### src/rtl/burst_arbiter.sv
// Round-robin arbiter that hands the shared burst queue/serializer path to one bank requester for BL/2 cycles.
// Define BURST_ARB_TAT_EN to build the TURN state and insert TAT idle cycles on read/write direction changes.
module burst_arbiter #(
    parameter int NREQ = 4,
    parameter int BL   = 8,
    parameter int TAT  = 2
) (
    input  logic                    clk_i,
    input  logic                    rst_i,
    input  logic [NREQ-1:0]         req_i,
    input  logic [NREQ-1:0]         req_wr_i,
    output logic [NREQ-1:0]         gnt_o,
    output logic [$clog2(NREQ)-1:0] gnt_id_o,
    output logic                    q_valid_o,
    output logic                    busy_o,
    output logic                    burst_last_o
);

    localparam int IW    = $clog2(NREQ);
    localparam int BEATS = BL / 2;
    localparam int CW    = (BEATS > 1) ? $clog2(BEATS) : 1;
    localparam logic [CW-1:0] CNT_LAST = CW'(BEATS - 1);

    typedef enum logic [1:0] {
        IDLE  = 2'd0,
        BURST = 2'd1
`ifdef BURST_ARB_TAT_EN
        ,TURN = 2'd2
`endif
    } state_t;

    state_t        state_q, state_d;
    logic [IW-1:0] ptr_q, ptr_d;
    logic [IW-1:0] win_q, win_d;
    logic [CW-1:0] cnt_q, cnt_d;

`ifdef BURST_ARB_TAT_EN
    localparam int TW = (TAT > 1) ? $clog2(TAT) : 1;
    localparam logic [TW-1:0] TCNT_LAST = TW'(TAT - 1);

    logic          win_dir_q, win_dir_d;
    logic          last_dir_q, last_dir_d;
    logic [TW-1:0] tcnt_q, tcnt_d;
    logic          ref_dir;
`else
    logic          unused_cfg;

    assign unused_cfg = (^req_wr_i) ^ (TAT > 0);
`endif

    logic          found;
    logic [IW-1:0] pick;
    logic [IW:0]   cand;
    logic          launch;

    // Round-robin search starting one past the last winner, wrapping at NREQ.
    always_comb begin
        found = 1'b0;
        pick  = '0;
        cand  = '0;
        for (int i = 0; i < NREQ; i++) begin
            cand = {1'b0, ptr_q} + (IW+1)'(i + 1);
            if (cand >= (IW+1)'(NREQ)) begin
                cand = cand - (IW+1)'(NREQ);
            end
            if (!found && req_i[cand[IW-1:0]]) begin
                found = 1'b1;
                pick  = cand[IW-1:0];
            end
        end
    end

    // A new winner is taken from IDLE or on the final beat of a burst, so bursts chain without a gap.
    assign launch = found && ((state_q == IDLE) ||
                              ((state_q == BURST) && (cnt_q == CNT_LAST)));

`ifdef BURST_ARB_TAT_EN
    // At a burst boundary the outgoing burst's direction is the one that counts.
    assign ref_dir = (state_q == BURST) ? win_dir_q : last_dir_q;
`endif

    always_comb begin
        state_d = state_q;
        ptr_d   = ptr_q;
        win_d   = win_q;
        cnt_d   = cnt_q;
`ifdef BURST_ARB_TAT_EN
        win_dir_d  = win_dir_q;
        last_dir_d = last_dir_q;
        tcnt_d     = tcnt_q;
`endif
        unique case (state_q)
            IDLE: begin
            end
            BURST: begin
                if (cnt_q == CNT_LAST) begin
                    cnt_d   = '0;
                    state_d = IDLE;
`ifdef BURST_ARB_TAT_EN
                    last_dir_d = win_dir_q;
`endif
                end else begin
                    cnt_d = cnt_q + 1'b1;
                end
            end
`ifdef BURST_ARB_TAT_EN
            TURN: begin
                if (tcnt_q == TCNT_LAST) begin
                    state_d = BURST;
                    ptr_d   = win_q;
                    cnt_d   = '0;
                end else begin
                    tcnt_d = tcnt_q + 1'b1;
                end
            end
`endif
            default: begin
                state_d = IDLE;
            end
        endcase

        if (launch) begin
            win_d   = pick;
            cnt_d   = '0;
            state_d = BURST;
            ptr_d   = pick;
`ifdef BURST_ARB_TAT_EN
            win_dir_d = req_wr_i[pick];
            // The winner is committed now; ptr moves only once its grant actually starts.
            if (req_wr_i[pick] != ref_dir) begin
                state_d = TURN;
                ptr_d   = ptr_q;
                tcnt_d  = '0;
            end
`endif
        end
    end

    always_ff @(posedge clk_i) begin
        if (rst_i) begin
            state_q <= IDLE;
            ptr_q   <= IW'(NREQ - 1);
            win_q   <= '0;
            cnt_q   <= '0;
`ifdef BURST_ARB_TAT_EN
            win_dir_q  <= 1'b0;
            last_dir_q <= 1'b0;
            tcnt_q     <= '0;
`endif
        end else begin
            state_q <= state_d;
            ptr_q   <= ptr_d;
            win_q   <= win_d;
            cnt_q   <= cnt_d;
`ifdef BURST_ARB_TAT_EN
            win_dir_q  <= win_dir_d;
            last_dir_q <= last_dir_d;
            tcnt_q     <= tcnt_d;
`endif
        end
    end

    always_comb begin
        gnt_o        = '0;
        gnt_o[win_q] = (state_q == BURST);
    end

    assign gnt_id_o     = win_q;
    assign busy_o       = (state_q != IDLE);
    assign q_valid_o    = (state_q == BURST) && (cnt_q == '0);
    assign burst_last_o = (state_q == BURST) && (cnt_q == CNT_LAST);

endmodule

### config.mk
export PLATFORM = sky130hd
export DESIGN_NAME = burst_arbiter
export DESIGN_NICKNAME = d
export VERILOG_FILES = /design/src/rtl/burst_arbiter.sv
export SDC_FILE = /design/constraint.sdc
export NUM_CORES = 1
export LEC_CHECK = 0
export BUFFER_PORTS_ARGS = -buffer_cell sky130_fd_sc_hd__buf_2
export CORE_AREA = 5 5 42 44
export CTS_CLUSTER_DIAMETER = 150
export CTS_CLUSTER_SIZE = 30
export DETAILED_ROUTE_END_ITERATION = 12
export DIE_AREA = 0 0 47 49
export GPL_TIMING_DRIVEN = 0
export PLACE_DENSITY_LB_ADDON = 0.08
export REMOVE_ABC_BUFFERS = 1
export SYNTH_ARGS = -nofsm -noshare
export SYNTH_HDL_FRONTEND = slang
export SYNTH_SLANG_ARGS = --single-unit
### constraint.sdc
create_clock -name clk_i -period 2 [get_ports clk_i]
set_clock_uncertainty 0.2 [all_clocks]
set_input_delay 0.1 -clock clk_i [delete_from_list [all_inputs] [get_ports clk_i]]
set_output_delay 0.1 -clock clk_i [all_outputs]
set_load 0.02 [all_outputs]
Word-level counts from Yosys, hierarchy flattened
Cells that the tools add are included.
{ "op_classes": {"add_sub_neg": 9, "magnitude_cmp": 10, "n_eq_ne": 5, "n_mux": 26, "n_bitwise": 2, "n_reduce_logical": 17} }
{ "op_table": {"columns": ["operator", "n"], "rows": [
  ["two-way mux 2 bit", 10],
  ["< comparator 2 x 3 -> 1 bit, second input constant", 5],
  [">= comparator 3 bit, second input constant", 4],
  ["two-way mux 1 bit", 10],
  ["binary-select mux 1 bit (select 2 bit)", 4],
  ["subtractor 2 x 1 -> 2 bit, second input constant", 4],
  ["logical AND 1 bit", 7],
  ["adder 2 x 2 -> 3 bit, second input constant", 2],
  ["AND 4 bit", 1],
  ["logical NOT 2 bit", 2],
  ["one-hot mux 2 bit (2 select lines)", 1],
  ["AND reduction 2 bit", 2],
  ["adder 2 x 1 -> 3 bit, second input constant", 1],
  ["adder 2 x 3 -> 3 bit, second input constant", 1],
  ["logical NOT 1 bit", 3],
  ["!= test 3 x 2 -> 1 bit, second input constant", 1],
  ["adder 2 x 1 -> 2 bit, second input constant", 1],
  ["demux 1 bit (select 2 bit)", 1],
  ["equality test 2 x 1 -> 1 bit, second input constant", 1],
  ["equality test 2 bit, second input constant", 1],
  [">= comparator 2 x 1 -> 1 bit, second input constant", 1],
  ["!= test 2 x 1 -> 1 bit, second input constant", 1],
  ["!= test 2 bit, second input constant", 1],
  ["nonzero test 2 bit", 1],
  ["other kinds (3)", 3]
]} }
{ "word_totals": {"register_bits": 8, "inputBits": 10, "out_inout_bits": 9, "word_cells": 74} }

Depth between registers and ports, before layout
{ "depth": {"ltp_word": 18, "depth_mapped": 5, "depth_no_buf": 5} }

Worst setup path before layout
Ideal clock, no wire load.
{ "synth_timing": {"path_kind": "register to register", "start": "register state_q[0]", "end": "register ptr_q[0]", "arrival_time_ns": 1.239, "required_ns": 1.678, "slack_ns": 0.439, "path_stages_with_launch": 5, "path_buffers": 1, "synth_period_minus_slack_ns": 1.561, "cell_sequence": "dfxtp_1 buf_2 nand2b_1 nor2b_2 a221o_1"} }
{ "synth_via": {"elab_chain_cells": 4, "word_cells_on_any_way": 5} }
{ "synth_lines": {"columns": ["item", "line", "text"], "rows": [
  ["from (decl)", "32", "state_t state_q, state_d;"],
  ["from (signal assigned)", "151", "state_q <= state_d;"],
  ["equality test 2 x 1 -> 1 bit", "75", "((state_q == BURST) && (cnt_q == CNT_LAST)));"],
  ["logical AND 1 bit", "75", null],
  ["logical OR 1 bit *", "74", "assign launch = found && ((state_q == IDLE) ||"],
  ["logical AND 1 bit *", "74", null],
  ["to (signal assigned)", "142", "ptr_q <= IW'(NREQ - 1);"],
  ["to (signal assigned)", "152", "ptr_q <= ptr_d;"],
  ["to (decl)", "33", "logic [IW-1:0] ptr_q, ptr_d;"]
]} }
Every way passes the cells marked *; elsewhere a longest branch is shown, timed or not.
A chain may end at the register's enable or synchronous reset.

Worst setup path after layout
{ "layout_timing": {"start": "input port req_i[1]", "end": "register state_q[0]"} }
{ "layout_via": {"elab_chain_cells": 15, "word_cells_on_any_way": 23} }
{ "layout_lines": {"columns": ["item", "line", "text"], "rows": [
  ["from (decl)", "10", "input logic [NREQ-1:0] req_i,"],
  ["binary-select mux 1 bit (select 2 bit)", "66", "if (!found && req_i[cand[IW-1:0]]) begin"],
  ["two-way mux 1 bit (implied by the code)", "66", null],
  ["two-way mux 1 bit", "66", null],
  ["logical NOT 1 bit", "66", null],
  ["logical AND 1 bit", "66", null],
  ["two-way mux 1 bit", "66", null],
  ["logical NOT 1 bit", "66", null],
  ["logical AND 1 bit", "66", null],
  ["two-way mux 1 bit", "66", null],
  ["logical NOT 1 bit", "66", null],
  ["logical AND 1 bit", "66", null],
  ["two-way mux 1 bit *", "66", null],
  ["logical AND 1 bit *", "74", null],
  ["!= test 3 x 2 -> 1 bit (no line) or != test 2 bit (tied branches)", null, null],
  ["AND reduction 2 bit (no line)", null, null]
]} }
Every way passes the cells marked *; elsewhere a longest branch is shown, timed or not. The select of a mux whose other input is x is not followed.

==> impl_metrics.csv <==
group,metric,value,unit
clock_network,post_cts_buffers,0,
die,chipHeight,49,um
place,hpwl,686,um
cells_and_area,final_cells,86,
cells_and_area,fin_nets,83,
die,core_area,0.00140,mm^2
die,start_util,30.0,%
place,gp_congestion,0.669,
worst_setup_path,path_cells,"dlygate4sd3_1 -> buf_2 -> nor4_4 -> dlygate4sd3_1 -> a21oi_1",
global_routing,grt_max_degree,12,
cells_and_area,antenna_cells,0,
hold_path,hold_path_depth,4,
power,switchingPower,111,uW
worst_setup_path,critPathTopFamily,"buffers and inverters",
clock_network,cts_tree,"built",
power,p_seq_share,43.3,%
yosys,synth_top_area_share,33.3,%
worst_setup_path,cpPeakStageDelay,0.60,ns
worst_setup_path,path_depth,5,
worst_setup_path,cp_slowest_cell,"dlygate4sd3_1",
yosys,ys_seq_elements,7,
die,die-area,0.00230,mm^2
yosys,synthSimpleGateAreaFrac,37.5,%
yosys,syn-cell-area,420,um^2
cells_and_area,fillers,163,
yosys,synth_top_family_by_area,"simple AND/OR/NAND/NOR gates",
yosys,synth_ff_type,"dfxtp_1",
worst_setup_path,worstPathRequired,1.94,ns
outcome,outcome,"finished, final reports clean",
yosys,synth_cells,49,
yosys,synth_warnings,0,
routing,firstDrtPassIters,4,
yosys,synth-compound-area-share,17.0,%
timing,relSlewSlack,79.3,%
clock_network,clkSlewWorstSetupHoldPaths,0.05,ns
routing,totalWireLength,887,um
routing,vias_per_cell,4.86,
timing,fin_crit,1.86,ns
clock_network,clockBufferDepth,2,
global_routing,grt_pass1_vias,372,
worst_setup_path,path_max_fanout,4,
global_routing,overflow,0,
power,netSwitchingFraction,29.6,%
clock_network,root_buffer,"clkbuf_4",
timing,tightest_slew,0.308,ns
die,die_w,47,um
yosys,synth_mux_area_share,2.38,%
power,power.density,657,mW/mm^2
die,rows,14,
routing,drcViolationCount,0,
worst_setup_path,critPathArrivalTime,1.80,ns
die,ios,19,
worst_setup_path,critical_path_class,"input port to flip-flop",
timing,fin_setup_tns,0,ns
timing,report.final.slew_viol_count,0,
global_routing,grt_usage,9.65,%
worst_setup_path,start_kind,"input port",
place,placed_cells,78,
hold_path,min_path_type,"input port to flip-flop",
yosys,synth_cell_types,25,
timing,hold_viol_final,0,
power,ir_drop,0.264,mV
yosys,synth_edf_count,0,
timing,fmax,536,MHz
yosys,synthAdderAreaFrac,5.95,%
clock_network,cts_max_level,1,
cells_and_area,drive_gt1_share,28.6,%
clock_network,clkSinkCount,7,
timing,min_period_over_period,93.2,%
cells_and_area,area_growth,36.0,%
clock_network,cts_resized,0,
yosys,ys_seq_area_share,33.3,%
global_routing,grt_pass1_wl,1.61,mm
routing,avgRoutedWirePerCell,10.3,um
global_routing,antenna_found_initial,0,
place,io_buffers,14,
yosys,yosysTopAreaCell,"dfxtp_1",
worst_setup_path,crit_path_end_kind,"flip-flop",
routing,first_iter_violations,10,
run,maxCapViolCount,0,
power,comb_power_share,22.3,%
yosys,synth-xor-area-share,0,%
power,p_leak,0.260,nW
clock_network,clkLatencyLatePin,0.25,ns
yosys,syn_area_per_cell,8.58,um^2
clock_network,numCtsBuffers,3,
yosys,synth.area.top_cells,"dfxtp_1 (33%), a21oi_1 (6.0%), ha_1 (6.0%), nor4_4 (5.1%), nand2b_1 (4.5%)",
worst_setup_path,critPathMostFrequentCell,"dlygate4sd3_1",
timing,setup_violations,0,
routing,ant_nets,0,
worst_setup_path,critPathBufInv,3,
routing,vias,418,
yosys,synthArstFlopShare,0,%
power,intPower,264,uW
power,clkPwrFrac,34.4,%
timing,rsz0062_at_grt,"no",
worst_setup_path,r2r_cells,4,
-- kinds of logic after synthesis --
kind of cell | count (synthesis)
AO/OA/AOI/OAI | 11
AND/OR/NAND/NOR | 24
buffers and inverters | 4
multiplexers | 1
flip-flops | 7
adder cells (fa/ha/maj) | 2
-- layout by cell type, fill, tap and decap left out, drive strengths merged, types with 3 or more instances in the layout --
cell type     n
inv           3
nor2b         3
clkbuf        4
nand2         4
nand2b        4
buf          14
a21oi         5
dlygate4sd3   4
dfxtp         7
-- power groups by stage --
stage / logic (mW) / clock network [mW] / registers [mW]
6_report: 0.0837 / 0.129 / 0.163
3_3_place_gp: 0.0800 / 0 / 0.166
2_1_floorplan: 0.0454 / 0 / 0.169
5_1_grt: 0.0929 / 0.144 / 0.166
4_1_cts: 0.0849 / 0.134 / 0.163
3_5_place_dp: 0.0794 / 0 / 0.166
-- path summary, 6_finish.rpt --
kind	to	from	slack, ns
setup / recovery	state_q[0]	req_i[1]	0.14
hold / removal	cnt_q[0]	req_i[2]	0.03
setup reg to reg	ptr_q[0]	cnt_q[0]	0.37
hold reg to reg	cnt_q[0]	cnt_q[0]	0.31
-- metal layers --
| layer | GRT usage, % | wire, um | vias to the layer above |
|---|---|---|---|
| met4 | 5.53 | 0 | 0 |
| li1 | - | - | 218 |
| met1 | 11.2 | 412 | 189 |
| met2 | 14.0 | 418 | 11 |
| met5 | 0 | 0 | - |
| met3 | 4.43 | 55 | 0 |
-- what timing repair did --
item | 4_1_cts | 5_1_grt
hold buffers | 4 | 0
hold endpoints to repair | 6 | 0
endpoints found under the setup margin | 0 | 0
-- synth_stat cells (2+ instances only) --
library cell and number:
nor3b_1 2, nor2_1 2, ha_1 2, nor3_1 2, and3_1 2, nand2b_1 3
and2_1 2, dfxtp_1 7, nor2b_1 2, inv_1 3, nand2_1 4, a21oi_1 5
-- per-stage QoR --
step           instance area (um^2)  worst slack [ns]  utilization, %  hold slack [ns]  power (mW)
6_report                        572             0.136            40.8           0.0333       0.376
5_1_grt                         572            0.0535            40.8           0.0499       0.403
4_1_cts                         572             0.140            40.8           0.0273       0.382
3_5_place_dp                    505             0.374            36.1            0.167       0.246
3_3_place_gp                    505             0.363            36.1            0.167       0.246
2_1_floorplan                   415             0.450               -          -0.0309       0.215
-- cell type report --
| cell class | count | area (um^2) | area share [%] |
|---|---|---|---|
| clock buffer | 4 | 26.3 | 4.60 |
| multi-input combinational | 38 | 264 | 46.2 |
| sequential | 7 | 140 | 24.5 |
| tap | 16 | 20.0 | 3.50 |
| timing repair buffer | 18 | 110 | 19.3 |
| inverter | 3 | 11.3 | 1.97 |
-- sequential cells by signal, indices dropped and copies added (netlist names) --
name / cells
cnt_q: 2
gnt_id_o: 2
ptr_q: 2
state_q: 1
-- worst min-delay path, delay by kind of cell --
family | cells | cell delay (ns)
and+or+nand+nor | 2 | 0.14
buffers and inverters | 1 | 0.14
AOI/OAI and AO/OA | 1 | 0.05
Note: power is estimated with default switching activity, not from simulation.
